`src/rtl/gfx_pkg.sv`:
```
// Shared graphics types and defaults for the framebuffer write path.
package gfx_pkg;

    localparam int GFX_FB_WIDTH  = 320;
    localparam int GFX_FB_HEIGHT = 180;
    localparam int GFX_ADDRW     = 16;
    localparam int GFX_COLRW     = 4;

    // One framebuffer write: linear pixel address plus colour index.
    typedef struct packed {
        logic [GFX_ADDRW-1:0] addr;
        logic [GFX_COLRW-1:0] colr;
    } fb_wr_t;

    // Shape tracking states for framebuffer writers.
    typedef enum logic [1:0] {
        IDLE,
        ACTIVE,
        DRAIN,
        DONE
    } fb_wr_state_t;

    // True when a width x height framebuffer is addressable with addrw bits.
    function automatic bit fbFits(input int width, input int height, input int addrw);
        return (longint'(width) * longint'(height)) <= (longint'(1) << addrw);
    endfunction

endpackage

```
`src/rtl/fifo_sync.sv`:
```
// Synchronous FIFO with registered occupancy count and full/empty flags.
// Push while full is accepted only when a pop frees a slot in the same cycle.
// Push into an empty FIFO becomes visible on the output the following cycle.
module fifo_sync #(
    parameter int WIDTH = 8,
    parameter int DEPTH = 8
) (
    input  logic                   clk,
    input  logic                   rst_n,
    input  logic                   i_push,
    input  logic [WIDTH-1:0]       i_data,
    input  logic                   i_pop,
    output logic [WIDTH-1:0]       o_data,
    output logic                   o_full,
    output logic                   o_empty,
    output logic [$clog2(DEPTH):0] o_count
);

    localparam int AW = $clog2(DEPTH);

    if (DEPTH < 2 || (1 << AW) != DEPTH) begin : g_depthCheck
        $error("fifo_sync: DEPTH must be a power of two and at least 2");
    end

    logic [WIDTH-1:0] r_mem [DEPTH];
    logic [AW-1:0]    r_wrPtr;
    logic [AW-1:0]    r_rdPtr;
    logic [AW:0]      r_count;
    logic             w_doPush;
    logic             w_doPop;

    assign o_full   = (r_count == (AW+1)'(DEPTH));
    assign o_empty  = (r_count == '0);
    assign o_count  = r_count;
    assign o_data   = r_mem[r_rdPtr];
    assign w_doPop  = i_pop && !o_empty;
    assign w_doPush = i_push && (!o_full || w_doPop);

    // Storage array; no reset needed since reads are qualified by the count.
    always_ff @(posedge clk) begin
        if (w_doPush) begin
            r_mem[r_wrPtr] <= i_data;
        end
    end

    // Pointer and occupancy bookkeeping.
    always_ff @(posedge clk) begin
        if (!rst_n) begin
            r_wrPtr <= '0;
            r_rdPtr <= '0;
            r_count <= '0;
        end else begin
            if (w_doPush) begin
                r_wrPtr <= r_wrPtr + AW'(1);
            end
            if (w_doPop) begin
                r_rdPtr <= r_rdPtr + AW'(1);
            end
            case ({w_doPush, w_doPop})
                2'b10:   r_count <= r_count + (AW+1)'(1);
                2'b01:   r_count <= r_count - (AW+1)'(1);
                default: r_count <= r_count;
            endcase
        end
    end

endmodule

```
`src/rtl/draw_fb_writer.sv`:
```
// Framebuffer writer sitting behind a pixel drawer.
// Clips each drawn pixel, turns it into a linear address, queues it, and
// issues it to the framebuffer under a ready handshake. The drawer is
// throttled through oe, and done fires only after every pixel is committed.
module draw_fb_writer
    import gfx_pkg::*;
#(
    parameter int CORDW      = 16,
    parameter int FB_WIDTH   = GFX_FB_WIDTH,
    parameter int FB_HEIGHT  = GFX_FB_HEIGHT,
    parameter int ADDRW      = GFX_ADDRW,
    parameter int COLRW      = GFX_COLRW,
    parameter int FIFO_DEPTH = 8,
    parameter int OE_SLACK   = 3
) (
    input  logic                    clk,
    input  logic                    rst_n,
    input  logic [COLRW-1:0]        colr,
    input  logic signed [CORDW-1:0] x,
    input  logic signed [CORDW-1:0] y,
    input  logic                    drawing,
    input  logic                    draw_busy,
    input  logic                    draw_done,
    output logic                    oe,
    output logic                    fb_we,
    input  logic                    fb_ready,
    output logic [ADDRW-1:0]        fb_addr,
    output logic [COLRW-1:0]        fb_colr,
    output logic                    busy,
    output logic                    done,
    output logic                    overflow
);

    localparam int CW = $clog2(FIFO_DEPTH) + 1;
    localparam int MW = CW + 8;

    localparam logic signed [CORDW-1:0] X_LIMIT = CORDW'(FB_WIDTH);
    localparam logic signed [CORDW-1:0] Y_LIMIT = CORDW'(FB_HEIGHT);

    if (!fbFits(FB_WIDTH, FB_HEIGHT, ADDRW)) begin : g_addrwCheck
        $error("draw_fb_writer: FB_WIDTH*FB_HEIGHT does not fit in ADDRW bits");
    end

    if (ADDRW != GFX_ADDRW || COLRW != GFX_COLRW) begin : g_structCheck
        $error("draw_fb_writer: ADDRW/COLRW must match the shared fb_wr_t layout");
    end

    if (FIFO_DEPTH < 4) begin : g_depthCheck
        $error("draw_fb_writer: FIFO_DEPTH must be at least 4");
    end

    if (FB_WIDTH >= (1 << (CORDW-1)) || FB_HEIGHT >= (1 << (CORDW-1))) begin : g_cordCheck
        $error("draw_fb_writer: framebuffer size exceeds signed coordinate range");
    end

    // Stage 1 registers
    logic                    r_s1Valid;
    logic signed [CORDW-1:0] r_s1X;
    logic signed [CORDW-1:0] r_s1Y;
    logic [COLRW-1:0]        r_s1Colr;

    // Stage 2 registers
    logic   r_s2Valid;
    fb_wr_t r_s2Entry;

    // Throttle and error state
    logic r_oe;
    logic r_overflow;

    // Control FSM
    fb_wr_state_t r_state;
    fb_wr_state_t w_stateNext;

    logic             w_inBounds;
    logic [ADDRW-1:0] w_s1Addr;
    logic             w_fifoFull;
    logic             w_fifoEmpty;
    logic [CW-1:0]    w_fifoCount;
    logic [CW-1:0]    w_freeEntries;
    logic [1:0]       w_pipeCount;
    logic [MW-1:0]    w_freeExt;
    logic [MW-1:0]    w_needExt;
    logic             w_oeNext;
    logic             w_pop;
    logic             w_drop;
    logic             w_pipeBusy;
    logic             w_done;
    fb_wr_t           w_head;

    // Pixel lies on the framebuffer: both coordinates non-negative and below the limits.
    assign w_inBounds = drawing
                     && !x[CORDW-1] && (x < X_LIMIT)
                     && !y[CORDW-1] && (y < Y_LIMIT);

    // Linear address of the stage-1 pixel; coordinates are known non-negative here.
    assign w_s1Addr = ADDRW'(r_s1Y) * ADDRW'(FB_WIDTH) + ADDRW'(r_s1X);

    // Stage 1: capture clipped pixel coordinates and colour.
    always_ff @(posedge clk) begin
        if (!rst_n) begin
            r_s1Valid <= 1'b0;
            r_s1X     <= '0;
            r_s1Y     <= '0;
            r_s1Colr  <= '0;
        end else begin
            r_s1Valid <= w_inBounds;
            r_s1X     <= x;
            r_s1Y     <= y;
            r_s1Colr  <= colr;
        end
    end

    // Stage 2: register the linear address ready for the FIFO.
    always_ff @(posedge clk) begin
        if (!rst_n) begin
            r_s2Valid <= 1'b0;
            r_s2Entry <= '0;
        end else begin
            r_s2Valid      <= r_s1Valid;
            r_s2Entry.addr <= w_s1Addr;
            r_s2Entry.colr <= r_s1Colr;
        end
    end

    assign w_pop = !w_fifoEmpty && fb_ready;

    fifo_sync #(
        .WIDTH ($bits(fb_wr_t)),
        .DEPTH (FIFO_DEPTH)
    ) u_fifo (
        .clk     (clk),
        .rst_n   (rst_n),
        .i_push  (r_s2Valid),
        .i_data  (r_s2Entry),
        .i_pop   (w_pop),
        .o_data  (w_head),
        .o_full  (w_fifoFull),
        .o_empty (w_fifoEmpty),
        .o_count (w_fifoCount)
    );

    // Room left after the pixels already in flight must exceed what the drawer
    // can still emit once oe falls.
    assign w_freeEntries = CW'(FIFO_DEPTH) - w_fifoCount;
    assign w_pipeCount   = {1'b0, r_s1Valid} + {1'b0, r_s2Valid};
    assign w_freeExt     = MW'(w_freeEntries);
    assign w_needExt     = MW'(w_pipeCount) + MW'(OE_SLACK);
    assign w_oeNext      = (w_freeExt > w_needExt);

    assign w_drop     = r_s2Valid && w_fifoFull && !w_pop;
    assign w_pipeBusy = r_s1Valid || r_s2Valid;

    // Registered output enable back to the drawer.
    always_ff @(posedge clk) begin
        if (!rst_n) begin
            r_oe <= 1'b1;
        end else begin
            r_oe <= w_oeNext;
        end
    end

    // Sticky flag for any pixel lost to a full FIFO.
    always_ff @(posedge clk) begin
        if (!rst_n) begin
            r_overflow <= 1'b0;
        end else if (w_drop) begin
            r_overflow <= 1'b1;
        end
    end

    // Shape-tracking state register.
    always_ff @(posedge clk) begin
        if (!rst_n) begin
            r_state <= IDLE;
        end else begin
            r_state <= w_stateNext;
        end
    end

    // Next-state and done decode; done waits until pipeline and FIFO are both empty.
    always_comb begin
        w_stateNext = r_state;
        w_done      = 1'b0;
        case (r_state)
            IDLE: begin
                if (draw_busy && draw_done) begin
                    w_stateNext = DRAIN;
                end else if (draw_busy) begin
                    w_stateNext = ACTIVE;
                end
            end
            ACTIVE: begin
                if (draw_done) begin
                    w_stateNext = DRAIN;
                end
            end
            DRAIN: begin
                if (!w_pipeBusy && w_fifoEmpty) begin
                    w_stateNext = DONE;
                end
            end
            DONE: begin
                w_done      = 1'b1;
                w_stateNext = IDLE;
            end
            default: begin
                w_stateNext = IDLE;
            end
        endcase
    end

    // Framebuffer port driven from the FIFO head; zero while nothing is pending.
    always_comb begin
        fb_we   = !w_fifoEmpty;
        fb_addr = '0;
        fb_colr = '0;
        if (!w_fifoEmpty) begin
            fb_addr = w_head.addr;
            fb_colr = w_head.colr;
        end
    end

    assign oe       = r_oe;
    assign overflow = r_overflow;
    assign done     = w_done;
    assign busy     = (r_state != IDLE) || !w_fifoEmpty || w_pipeBusy;

endmodule

```
`config.mk`:
```
export PLATFORM = sky130hd
export DESIGN_NAME = draw_fb_writer
export DESIGN_NICKNAME = d
export VERILOG_FILES = /design/src/rtl/gfx_pkg.sv /design/src/rtl/fifo_sync.sv /design/src/rtl/draw_fb_writer.sv
export SDC_FILE = /design/constraint.sdc
export NUM_CORES = 1
export LEC_CHECK = 0
export BUFFER_PORTS_ARGS = -buffer_cell sky130_fd_sc_hd__buf_2
export CORE_AREA = 3 3 187 98
export DETAILED_ROUTE_END_ITERATION = 16
export DIE_AREA = 0 0 190 101
export MAX_ROUTING_LAYER = met4
export PLACE_DENSITY = 0.73
export SYNTH_ARGS = -nofsm -noshare
export SYNTH_HDL_FRONTEND = slang
export SYNTH_SLANG_ARGS = --single-unit
```
`constraint.sdc`:
```
create_clock -name clk -period 4.14 [get_ports clk]
set_input_delay 0.828 -clock clk [delete_from_list [all_inputs] [get_ports clk]]
set_output_delay 0.828 -clock clk [all_outputs]
set_load 0.02 [all_outputs]
```
---- Word level (Yosys, flattened, before mapping) ----
Memory sizes are Yosys's and may differ from the RTL's. A register that Yosys moved wholly into a read port is not among the register bits.
Cells that the tools add are included.
W data, S select, Z words.
word-level totals
  register bits ........................... 72
  RAM bits ................................ 160
  input port bits ......................... 42
  logic and storage cells ................. 74
  memories kept ........................... 1
cells by class
  $add $sub $neg .......................... 8
  multipliers ............................. 1
  magnitude comparators ................... 3
  equal/unequal tests ..................... 9
  mux-type cells .......................... 13
  reduce and logical (&&, ||, !) cells .... 26
memories
  name          words  width  rd ports  clocked after Yosys merged registers in  write ports  line             source
  u_fifo.r_mem  8      20     1         1                                        1            fifo_sync.sv:25  logic [WIDTH-1:0] r_mem [DEPTH];
operator list
  kind                     number
  $add A16 B16 Y16         1
  $lt A16 B10 Y1 const B   1
  $lt A16 B9 Y1 const B    1
  $mul A16 B4 Y10 const B  1
  $mux W16                 1
  $logic_and A1 B1 Y1      11
  $mux W2                  4
  $pmux W2 S4              1
  $pmux W4 S2              1
  $add A3 B1 Y3 const B    2
  $eq A2 B2 Y1 const B     3
  $logic_not A1 Y1         6
  $mux W3                  2
  $add A4 B1 Y4 const B    1
  $eq A2 B1 Y1 const B     2
  $eq A4 B4 Y1 const B     1
  $gt A4 B3 Y1             1
  $logic_not A4 Y1         1
  $logic_or A1 B1 Y1       4
  $mux W4                  1
  $ne A2 B2 Y1 const B     2
  $reduce_bool A2 Y1       2
  $sub A4 B1 Y4 const B    1
  $sub A4 B4 Y4 const A    1
  6 further kinds          8

---- Depth between registers and ports, before layout ----
  depth after elaboration ................. 8
  gate-level depth with buffers ........... 13
  depth with buffers taken out ............ 13

---- Modules after synthesis ----
A second synthesis with hierarchy kept.
second synthesis, totals
  cell total of the unflattened synthesis .. 591
  area total of the unflattened synthesis .. 9,638.0 µm²
modules (own cells, without submodules)
  module          times used  cells each  area an instance (µm²)
  fifo_sync       1           314         6,912.9
  draw_fb_writer  1           277         2,725.1

---- Worst setup path before layout ----
OpenSTA, ideal clock, no wires.
  path kind ............................... input -> register
  start ................................... in fb_ready
  end ..................................... mem u_fifo.r_mem[0][0] (netlist name), enable pin
  library setup time ...................... 422 ps
  data arrival time ....................... 2,828 ps
  required time ........................... 3,718 ps
  setup slack ............................. 889 ps
  stages .................................. 3
  path buffers ............................ 0
  cells stage by stage .................... and4bb_4 -> or3_1 -> nor3_1
between the ends
  word-level cells in the longest chain between the ends .. 6
ends and longest elaborated chain
  what                           line                   source
  start, declared                draw_fb_writer.sv:26   input logic fb_ready,
  $logic_and A1 B1 Y1            draw_fb_writer.sv:125  assign w_pop = !w_fifoEmpty && fb_ready;
  $logic_and A1 B1 Y1            fifo_sync.sv:36        assign w_doPop = i_pop && !o_empty;
  $logic_or A1 B1 Y1             fifo_sync.sv:37        assign w_doPush = i_push && (!o_full || w_doPop);
  $logic_and A1 B1 Y1            fifo_sync.sv:37
  $mux W1                        fifo_sync.sv:41        if (w_doPush) begin
  $mux W1 (implied by the code)  fifo_sync.sv:42        r_mem[r_wrPtr] <= i_data;
  end, declared                  fifo_sync.sv:25
No other way between the ends.

==> results.yml <==
drt:
  routed_wl_um: 17400
  first_pass_iters: 5
  drtIter0Drc: 323
  num_vias: 4964
  wl_met2_um: 7860
  drcViolationCount: 0
  ant_nets: 0
  wl_met3_um: 1030
  wl_met1_um: 8210
  top_layer_used: "met4"
  viasPerCell: 5.48
  wl_per_cell_um: 19.2
timing:
  setup_viol: 0
  slew_headroom: 0.480
  final.setup.tns_ns: 0
  skew_ns: 0.0120
  period_minus_slack_ns: 3.40
  worstMarginPinSlew_ns: 0.780
  timing.fmax_ghz: 0.295
  slew_viol_final: 0
  finalHoldWorstSlack_ns: 0.437
  period_share: 0.820
  rsz0062_at_grt: "no"
  hold_violations: 0
synth:
  ys_seq_area_frac: 0.672
  synth_nets: 660
  synthArstFlopShare: 0
  synth_edf_count: 160
  synth.distinct_cells: 44
  ys_ff_latch: 229
  syn_inst: 577
  avgSynthCellArea_um2: 16.0
  syn_area_mm2: 0.00921
  synth_flop_cell: "edfxtp_1"
  yosys_warnings: 0
critical_path:
  arrival_ns: 2.57
  path_buf_inv: 2
  worstSetupPathType: "flop to output port"
  critPathMaxFanout: 20
  crit_chain: "buf_4, mux4_2, mux2i_1, nor2_1, buf_2"
  cp-end-kind: "output port"
  critical_path.max_stage_delay_ns: 0.84
  cp.required_ns: 3.31
  critPathTopFamily: "flip-flops"
  slowest_stage: "dfxtp_2"
  startpoint_type: "flop"
placed_design:
  io_buffers: 66
  post_dp_cell_area_mm2: 0.00988
  dp_hpwl_um: 11300
  gp_congestion: 0.833
power:
  powerDensity_mw_per_mm2: 447
  leakage_uw: 0.00380
  peakVddDrop_uv: 247
layout:
  area_delta_synth_final_pct: 14.7
  layout_common_cells: "edfxtp_1 (160), dfxtp_1 (68), buf_2 (66)"
  antenna_cells: 0
  finalNetCount: 741
  layout_commonest_cell: "edfxtp_1"
  final_cell_area_mm2: 0.0106
  drive_gt1_frac: 0.237
status:
  outcome: "complete, no violations"
global_routing:
  grt_pass1_wl_um: 27300
  antenna_found_initial: 0
  grt_use_total: 0.193
  grt_start_max_net_pins: 51
  grt_overflow: 0
  grt_pass1_vias: 5119
die:
  fp.dieW_um: 190
  die_h_um: 101
  initial_core_util: 0.542
  design.core.area_mm2: 0.0170
  num_rows: 34
  dieArea_mm2: 0.0192
  io_pins: 67
min_path:
  hp-class: "flop to flop"
cts:
  cts_made_buffers: 20
  post_cts_resized: 0
  cts_tree: "built"
  path_clk_slew_ns: 0.07
  clk_latency_ns: 0.50
  root_buffer: "clkbuf_16"
  clk_path_buf_depth: 3
  cts_hold_buffers: 0
  post_cts_buffers: 0
  htree_levels: 1
  clock-sinks: 229
run:
  maxCapViolations: 0
[metal layers]
| metal | track usage | up-vias |
|---|---|---|
| li1 | - | 2314 |
| met1 | 0.274 | 2465 |
| met2 | 0.292 | 160 |
| met3 | 0.0358 | 25 |
| met4 | 0.0488 | 0 |
| met5 | - | - |
[cells in the mapped netlist, types with 3 or more instances]
master | n | area [µm²]
edfxtp_1 | 160 | 4800
dfxtp_1 | 69 | 1380
nor2_1 | 48 | 180
and2_1 | 42 | 263
mux4_2 | 40 | 901
ha_1 | 38 | 475
mux2i_1 | 23 | 230
a21oi_1 | 17 | 85.1
inv_1 | 17 | 63.8
nand2_1 | 12 | 45.0
xnor2_1 | 11 | 96.3
clkbuf_1 | 9 | 33.8
o21ai_0 | 8 | 40.0
buf_1 | 6 | 22.5
nand3_1 | 6 | 30.0
nand2b_1 | 5 | 31.3
nor3_1 | 5 | 25.0
xor2_1 | 5 | 43.8
buf_2 | 4 | 20.0
nor2b_1 | 4 | 25.0
o21a_1 | 4 | 30.0
o21ai_1 | 4 | 20.0
a211oi_1 | 3 | 22.5
a21o_1 | 3 | 22.5
fa_1 | 3 | 60.1
inv_2 | 3 | 11.3
o21bai_1 | 3 | 22.5
[final cells by class]
type | count | area, µm²
multi-input combinational | 307 | 2860
inverter | 20 | 75.1
clock inverter | 10 | 114
fill | 1247 | 6420
sequential | 229 | 6190
tap | 234 | 293
clock buffer | 26 | 564
timing repair buffer | 80 | 460
[report_power, final]
part / switching, µW / internal (µW)
combinational: 141 / 116
clock: 800 / 1100
sequential: 55.7 / 2510
[registers in the layout, summed over array words and instances, names as in the netlist, named ones only]
register	flops
r_s2Entry	20
u_fifo.r_rdPtr	3
r_s2Valid	1
r_s1Valid	1
u_fifo.o_count	4
r_state	2
u_fifo.r_wrPtr	3
u_fifo.r_mem	160
overflow	1
r_s1Y	10
oe	1
r_s1Colr	4
r_s1X	16
[worst paths after layout]
kind	from	end	slack, ns	cells after the start
hold / removal	r_s1Colr[2]	r_s2Entry[2]	0.44	1
setup / recovery	flop	fb_colr[0]	0.74	5
hold reg to reg	r_s1Colr[2]	r_s2Entry[2]	0.44	1
setup reg to reg	u_fifo.o_count[0]	u_fifo.o_count[3]	1.10	13
[kinds of logic after synthesis]
group | Yosys count | share of synthesized area
muxes | 65 | 0.125
xor gates and xnor gates | 16 | 0.0152
buffers and inverters | 41 | 0.0183
and+or+nand+nor | 136 | 0.0780
adders and majority gates | 41 | 0.0582
AOI/OAI and AO/OA | 49 | 0.0330
DFF | 229 | 0.672
[worst reg2reg max path, stage by stage, from the launching register on]
cell and delay [ns]:
dfxtp_1 0.35, inv_1 0.14, ha_1 0.23, nor3b_4 0.19, buf_4 0.36, inv_2 0.06, and2_1 0.22, ha_1 0.26
ha_1 0.29, a21o_1 0.18, a21oi_1 0.16, xnor2_1 0.09, or3_1 0.30, a21oi_1 0.13
[through the flow]
step	util	setup slack [ns]	total power (µW)	instances
floorplan	-	0.889	2770	577
global placement	0.582	1.19	2850	870
detailed placement	0.582	1.12	2870	870
CTS	0.622	0.647	4770	906
global route	0.622	0.518	4900	906
finish	0.622	0.745	4720	906
No activity file was read; power rests on OpenSTA's default activity.
